===== config.mk =====
export PLATFORM = sky130hd
export DESIGN_NAME = lgn_inference_ctrl
export DESIGN_NICKNAME = d
export VERILOG_FILES = /design/src/rtl/lgn_inference_ctrl.sv
export SDC_FILE = /design/constraint.sdc
export NUM_CORES = 1
export LEC_CHECK = 0
export CAP_MARGIN = 20
export CORE_UTILIZATION = 46
export CTS_BUF_LIST = sky130_fd_sc_hd__clkbuf_16
export DETAILED_ROUTE_END_ITERATION = 16
export PLACE_DENSITY = 0.74
export SLEW_MARGIN = 15
export SYNTH_ARGS = -nofsm -noshare
export SYNTH_HDL_FRONTEND = slang
export SYNTH_SLANG_ARGS = --single-unit

===== constraint.sdc =====
create_clock -name clk -period 3.25 [get_ports clk]
set_clock_uncertainty 0.2 [all_clocks]
set_input_delay 0.325 -clock clk [delete_from_list [all_inputs] [get_ports clk]]
set_output_delay 0.325 -clock clk [all_outputs]
set_load 0.01 [all_outputs]

===== src/rtl/lgn_inference_ctrl.sv =====
// lgn_inference_ctrl: loads a sample into the logic-gate net, captures its output and reports the argmax class by group popcount
module lgn_inference_ctrl #(
  parameter int IN_BITS = 16,
  parameter int DATA_W = 8,
  parameter int OUT_BITS = 15,
  parameter int NUM_CLASSES = 5,
  parameter int NET_LATENCY = 0,
  localparam int GROUP = OUT_BITS / NUM_CLASSES,
  localparam int CLS_W = NUM_CLASSES > 1 ? $clog2(NUM_CLASSES) : 1,
  localparam int SC_W = $clog2(GROUP + 1)
) (
  input  logic                clk,
  input  logic                rst_n,
  input  logic [DATA_W-1:0]   in_data,
  input  logic                in_valid,
  output logic                in_ready,
  output logic [IN_BITS-1:0]  net_in,
  input  logic [OUT_BITS-1:0] net_out,
  output logic [CLS_W-1:0]    result_class,
  output logic [SC_W-1:0]     result_score,
  output logic                result_valid,
  input  logic                result_ready,
  output logic                busy
);
  localparam int CHUNKS = IN_BITS / DATA_W;
  localparam int KW = CHUNKS > 1 ? $clog2(CHUNKS) : 1;
  localparam int ST_W = NET_LATENCY > 0 ? $clog2(NET_LATENCY + 1) : 1;
  typedef enum logic [1:0] {LOAD, SETTLE, SCORE, DONE} state_t;
  state_t state;
  logic [KW-1:0] k;
  logic [ST_W-1:0] cnt;
  logic [OUT_BITS-1:0] cap;
  logic [CLS_W-1:0] cls, best_cls;
  logic [SC_W-1:0] best_sc, pc;
  logic [GROUP-1:0] grp;
  assign grp = cap[cls*GROUP +: GROUP];
  always_comb begin
    pc = '0;
    for (int i = 0; i < GROUP; i++) pc = pc + SC_W'(grp[i]);
  end
  always_ff @(posedge clk) begin
    if (!rst_n) begin
      state <= LOAD;
      k <= '0;
      cnt <= '0;
      net_in <= '0;
      cap <= '0;
      cls <= '0;
      best_cls <= '0;
      best_sc <= '0;
      result_class <= '0;
      result_score <= '0;
      result_valid <= 1'b0;
      busy <= 1'b0;
      in_ready <= 1'b1;
    end else begin
      case (state)
        LOAD: if (in_valid) begin
          net_in[k*DATA_W +: DATA_W] <= in_data;
          if (k == KW'(CHUNKS - 1)) begin
            k <= '0;
            in_ready <= 1'b0;
            busy <= 1'b1;
            state <= SETTLE;
          end else k <= k + 1'b1;
        end
        SETTLE: if (cnt == ST_W'(NET_LATENCY)) begin
          cnt <= '0;
          cap <= net_out;
          cls <= '0;
          state <= SCORE;
        end else cnt <= cnt + 1'b1;
        SCORE: begin
          if (cls == '0 || pc > best_sc) begin
            best_cls <= cls;
            best_sc <= pc;
          end
          if (cls == CLS_W'(NUM_CLASSES - 1)) state <= DONE;
          else cls <= cls + 1'b1;
        end
        DONE: if (!result_valid) begin
          result_valid <= 1'b1;
          result_class <= best_cls;
          result_score <= best_sc;
        end else if (result_ready) begin
          result_valid <= 1'b0;
          busy <= 1'b0;
          in_ready <= 1'b1;
          state <= LOAD;
        end
        default: state <= LOAD;
      endcase
    end
  end
endmodule


==> impl_metrics.yaml, run 1 <==
clocking:
  clk_latency_ns: 0.28
  cts_root_buf: "clkbuf_16"
  postCtsResizedCells: 0
  cts.sinks: 50
  cts.path.max_buffers: 2
  cts_buffers: 5
  htreeDepth: 2
  cts_tree: "yes"
  cts.clk_slew.worst_paths_ns: 0.06
  hold_buffers: 0
  cts_setup_buffers: 0
synth:
  ys_ff_latch: 50
  ys_seq_area_share_pct: 43.2
  synth_area_mm2: 0.00232
  synth_nets: 270
  async_flop_share_pct: 0
  synth_cell_types: 36
  synth-main-ff-cell: "dfxtp_1"
  avgSynthCellArea_um2: 9.90
  synth_edf_count: 0
  ys_warn_count: 0
  syn_inst: 234
placement:
  io_buffer_count: 50
  place_congestion: 0.737
  dp.final_hpwl_um: 3120
  post-place-cells: 342
  place_ws_ns: 0.376
global_route:
  grt_pass1_vias: 1541
  grt_max_degree: 57
  grt.overflow.total: 0
  antenna_found_initial: 0
  grtUsageTotal_pct: 18.1
  grt_pass1_wl_um: 7250
worst_setup_path:
  worstPathMaxFanout: 5
  crit_path_end_kind: "register"
  slowest_delay_ns: 0.50
  critical_path.slowest_cell: "mux4_2"
  crit_type: "register to register"
  cp_cell_sequence: "mux4_2 -> inv_1 -> o32ai_1 -> fa_1 -> ha_1 -> nor2b_1 -> o211ai_1 -> o21a_1 -> mux2i_1"
  critPathLaunchType: "register"
  cp.arrival_ns: 2.88
  cp.required_ns: 3.27
sta:
  setup_viol: 0
  post-route-min-period_ns: 2.86
  drv_slew: 0
  finalHoldViolCount: 0
  hold_ws_ns: 0.256
  setup-tns-final_ns: 0
  period_share_pct: 88.0
  rsz0062_at_grt: "false"
  max_slew.worst_pin.slew_ns: 0.468
  fin_ws_ns: 0.390
  slew_headroom_pct: 68.8
  fmax_mhz: 350
floorplan:
  die_y_um: 73.0
  ios: 51
  floorplan.initialDensity_pct: 48.4
  core_area_mm2: 0.00479
  rows: 25
  die-area_mm2: 0.00533
  die_w_um: 73.0
detailed_routing:
  totalWireLength_um: 4370
  ant_nets: 0
  num_vias: 1644
  drc_errors: 0
  wl_per_cell_um: 12.5
  via_per_inst: 4.70
  firstDrtPassIters: 4
  drt_iter0_drc: 64
cells_and_area:
  area_growth_pct: 28.6
  diodes: 0
  fillCellCount: 412
  drive_gt1_share_pct: 8.83
  instances_no_fill: 350
  fin_nets: 318
run:
  drv_cap: 0
min_path:
  hold_path.class: "register to register"
power:
  p_leak_nw: 1.17
  peakVddDrop_v: 0.000325
  pwr_density_cell_mw_per_mm2: 615
status:
  status: "completed"
## state kept, by name (all words and copies together) (netlist names)
name          flops
best_cls          3
best_sc           2
busy              1
cap              15
cls               3
in_ready          1
k                 1
net_in           16
result_class      3
result_score      2
result_valid      1
state             2
## cells in the final DEF, fill, tap and decap left out
cell | synthesis | layout
o21ai_0 | 2 | 2
buf_4 | 1 | 5
nand4b_1 | 1 | 1
o211ai_1 | 1 | 1
a21boi_4 | 1 | 1
nand2_1 | 38 | 38
clkdlybuf4s50_1 | 0 | 50
nand2b_1 | 2 | 2
o22ai_1 | 2 | 2
nand3_1 | 4 | 4
nand3_2 | 2 | 2
clkbuf_16 | 0 | 5
or2b_2 | 1 | 1
fa_1 | 1 | 1
nor2b_1 | 29 | 29
nor2_2 | 1 | 1
clkinv_1 | 0 | 3
a21oi_1 | 2 | 2
o32ai_1 | 1 | 1
ha_1 | 8 | 8
nor3_2 | 2 | 2
or2_1 | 1 | 1
o31ai_1 | 3 | 3
mux4_2 | 1 | 1
nand2_2 | 3 | 3
o21a_1 | 1 | 1
a21boi_1 | 9 | 9
mux2i_1 | 36 | 36
nor2_1 | 5 | 5
a31oi_1 | 1 | 1
inv_1 | 7 | 7
dfxtp_1 | 50 | 50
a21boi_2 | 4 | 4
o211a_1 | 1 | 1
## cell families after synthesis
| logic type | synth area share [%] |
|---|---|
| and+or+nand+nor | 20.0 |
| DFF | 43.2 |
| muxes | 16.5 |
| AOI/OAI and AO/OA | 9.77 |
| buffers and inverters | 5.29 |
| adders and majority gates | 5.18 |
## final timing paths
kind | from | to | slack, ns | cells past startpoint
worst max register to register | cls[0]$_SDFFE_PN0P_ | best_cls[1]$_SDFFE_PN0P_ | 0.39 | 9
worst max-delay path | cls[0]$_SDFFE_PN0P_ | best_cls[1]$_SDFFE_PN0P_ | 0.39 | 9
worst min register to register | net_in[1]$_SDFFE_PN0P_ | net_in[1]$_SDFFE_PN0P_ | 0.26 | 2
worst min-delay path | net_in[1]$_SDFFE_PN0P_ | net_in[1]$_SDFFE_PN0P_ | 0.26 | 2
## power by group
group	internal (mW)	switching [mW]	total, mW
sequential	0.701	0.0532	0.754
combinational	0.297	0.289	0.586
clock	0.277	0.214	0.492
## synthesized netlist by cell type (4+ instances only)
cell type  count  area [um^2]
nor2_1         5         18.8
nand3_1        4         20.0
inv_1          7         26.3
nand2_1       38          143
dfxtp_1       50         1000
a21boi_1       9         67.6
mux2i_1       36          360
a21boi_2       4         45.0
clkbuf_1       5         18.8
nor2b_1       29          181
ha_1           8          100
## critical path: cells and delay by family (launching register included)
family          cells  cell delay, ns
buf+inv             1            0.06
simple gates        1            0.13
compound gates      3            0.56
mux                 2            0.72
flops               1            0.34
fa+ha+maj           2            0.77
## per-stage QoR
| step | power (mW) | area (um^2) | utilization, % |
|---|---|---|---|
| finish | 1.83 | 2980 | 62.2 |
| global route | 1.95 | 2980 | 62.2 |
| CTS | 1.85 | 2980 | 62.2 |
| detailed placement | 1.36 | 2840 | 59.4 |
| global placement | 1.34 | 2840 | 59.4 |
| floorplan | 1.20 | 2320 | - |
## final cells by class
type	instances	area (um^2)	area share, %
flip-flops and latches	50	1000	33.6
repair buffers	55	538	18.1
clock inverters	3	11.3	0.378
inverters	7	26.3	0.882
multi-input cells	163	1190	40.1
well taps	67	83.8	2.81
clock buffers	5	125	4.20
## routing by layer
| layer | routed length, um | vias to the layer above | GRT usage, % | part of all wire [%] |
|---|---|---|---|---|
| met5 | 0 | - | 0 | 0 |
| met4 | 72 | 0 | 7.19 | 1.6 |
| met3 | 110 | 6 | 4.97 | 2.5 |
| met2 | 1990 | 29 | 27.8 | 46 |
| met1 | 2190 | 734 | 24.2 | 50 |
| li1 | - | 875 | - | - |
No activity file was read; power rests on OpenSTA's default activity.
==> inputs of run 2 (changes only) <==
--- a/config.mk
+++ b/config.mk
@@ -8,8 +8,9 @@
 export CAP_MARGIN = 20
 export CORE_UTILIZATION = 46
 export CTS_BUF_LIST = sky130_fd_sc_hd__clkbuf_16
+export CTS_CLUSTER_DIAMETER = 80
 export DETAILED_ROUTE_END_ITERATION = 16
-export PLACE_DENSITY = 0.74
+export DONT_BUFFER_PORTS = 1
 export SLEW_MARGIN = 15
 export SYNTH_ARGS = -nofsm -noshare
 export SYNTH_HDL_FRONTEND = slang
==> run 2 against run 1 <==
Clock-buffer cell count did not move. Worst hold slack got worse by 0.25 ns. Highest routed layer unchanged. Critical path type unchanged. Core utilization is 7.8 points lower. Global-route usage fell by 1.3 points. Register-to-register slack lost 0.03 ns. Flip-flop and latch count unchanged. Critical path depth unchanged. Cell area decreased by 13%. Final cell count down 11%.
==> impl_metrics.yaml, run 2 (same netlist as run 1, synthesis figures left out) <==
status:
  status: "completed"
floorplan:
  die_w_um: 73.0
  die_y_um: 73.0
  die-area_mm2: 0.00533
  rows: 25
  core_area_mm2: 0.00479
  floorplan.initialDensity_pct: 48.4
  ios: 51
worst_setup_path:
  cp.required_ns: 3.26
  crit_path_end_kind: "register"
  cp.arrival_ns: 2.90
  reg2reg_to: "best_cls[2]$_SDFFE_PN0P_"
  cp_cell_sequence: "mux4_2 -> inv_1 -> o32ai_1 -> fa_1 -> ha_1 -> nor2b_1 -> o211ai_1 -> o21a_1 -> mux2i_1"
  crit_type: "register to register"
  slowest_delay_ns: 0.50
  worstReg2RegStart: "cls[0]$_SDFFE_PN0P_"
  r2r_slack_ns: 0.36
  critical_path.slowest_cell: "mux4_2"
  critPathLaunchType: "register"
  r2r_cells: 9
  setup.worst_path.end: "best_cls[2]$_SDFFE_PN0P_"
  worstPathMaxFanout: 5
  critPathLaunch: "cls[0]$_SDFFE_PN0P_"
clocking:
  cts_buffers: 5
  clk_latency_ns: 0.29
  cts_setup_buffers: 0
  cts.sinks: 50
  cts.clk_slew.worst_paths_ns: 0.07
  cts_tree: "yes"
  cts_root_buf: "clkbuf_16"
  cts.path.max_buffers: 2
  htreeDepth: 2
cells_and_area:
  largestRegisters: "net_in (16), cap (15)"
  drive_gt1_share_pct: 11.5
  diodes: 0
  largest-register: "net_in"
  largest_reg_flops: 16
  layout_commonest_cell: "dfxtp_1"
  instances_no_fill: 310
  fin_nets: 278
  area_growth_pct: 12.4
  final_cell_mix: "50 x dfxtp_1, 38 x nand2_1, 36 x mux2i_1, 29 x nor2b_1, 10 x dlygate4sd3_1"
  fillCellCount: 452
sta:
  slew_headroom_pct: 74.7
  setup-tns-final_ns: 0
  setup_viol: 0
  max_slew.worst_pin.slew_ns: 0.378
  rsz0062_at_grt: "false"
  finalHoldViolCount: 0
  period_share_pct: 88.9
  fmax_mhz: 346
  post-route-min-period_ns: 2.89
  drv_slew: 0
global_route:
  grt_pass1_wl_um: 6790
  antenna_found_initial: 0
  grt.overflow.total: 0
  grt_max_degree: 55
  grtUsageTotal_pct: 16.8
  grt_pass1_vias: 1474
detailed_routing:
  firstDrtPassIters: 4
  drc_errors: 0
  wl_per_cell_um: 13.3
  drt_iter0_drc: 54
  via_per_inst: 4.95
  totalWireLength_um: 4120
  ant_nets: 0
  num_vias: 1535
run:
  drv_cap: 0
placement:
  post-place-cells: 291
  dp.final_hpwl_um: 2800
  place_congestion: 0.713
  io_buffer_count: 0
power:
  pwr_density_cell_mw_per_mm2: 681
  p_leak_nw: 1.03
  peakVddDrop_v: 0.000343
min_path:
  hold_path.class: "input pin to register"
[run 2: changes by cell type in the layout (fill, tap and decap cells not counted), sizes merged]
cell           before  now
clkdlybuf4s50      50    0
clkinv              3    1
clkinvlp            0    1
dlygate4sd3         0   10
inv                 7    8
[run 2: worst min-delay path by stage]
stage	from	end	slack [ns]	depth (start not counted)
after floorplan	result_ready	result_valid$_SDFFE_PN0P_	0.24	1
after global placement	rst_n	in_ready$_SDFFE_PN1P_	0.20	1
after detailed placement	rst_n	in_ready$_SDFFE_PN1P_	0.21	1
after CTS	in_data[4]	net_in[12]$_SDFFE_PN0P_	0.003	2
after global routing	in_data[6]	net_in[14]$_SDFFE_PN0P_	0.009	2
final	in_data[3]	net_in[11]$_SDFFE_PN0P_	0.007	2
[run 2: worst max-delay path, delay by kind of cell, from the launching register on]
family / cells / cell delay [ns]
simple gates: 1 / 0.13
fa+ha+maj: 2 / 0.78
flops: 1 / 0.35
compound gates: 3 / 0.57
mux: 2 / 0.72
buf+inv: 1 / 0.07
[run 2: layer usage]
layer,vias up,GRT usage [%],wire length (um)
met1,702,22.3,2040
met3,4,5.52,147
met2,27,26.4,1890
met5,-,0,0
met4,0,4.58,32
li1,802,-,-
[run 2: what timing repair did]
| action | in CTS | in global routing |
|---|---|---|
| hold buffers | 11 | 0 |
| endpoints found under the hold margin | 49 | 0 |
| gates resized for setup | 0 | 0 |
[run 2: layout make-up]
type                       instances  area (um^2)  area share (%)
clock buffer                       5          125            4.80
clock inverter                     3         25.0           0.961
inverter                           7         26.3            1.01
multi-input combinational        163         1190            45.8
sequential                        50         1000            38.4
tap                               67         83.8            3.22
timing repair buffer              15          150            5.76
[run 2: through the flow]
stage | setup slack, ns | util (%) | hold WS, ns | instance area, um^2 | total power, mW
floorplan | 0.558 | - | 0.235 | 2320 | 1.20
global placement | 0.439 | 48.8 | 0.203 | 2330 | 1.24
detailed placement | 0.337 | 48.8 | 0.209 | 2330 | 1.26
CTS | 0.324 | 54.4 | 0.00297 | 2610 | 1.80
global route | 0.181 | 54.4 | 0.00901 | 2610 | 1.89
finish | 0.361 | 54.4 | 0.00716 | 2610 | 1.77
[run 2: report_power, final]
group / leakage, nW / internal [mW] / switching [mW]
logic: 0.554 / 0.223 / 0.251
clock network: 0.0704 / 0.289 / 0.233
registers: 0.407 / 0.701 / 0.0770
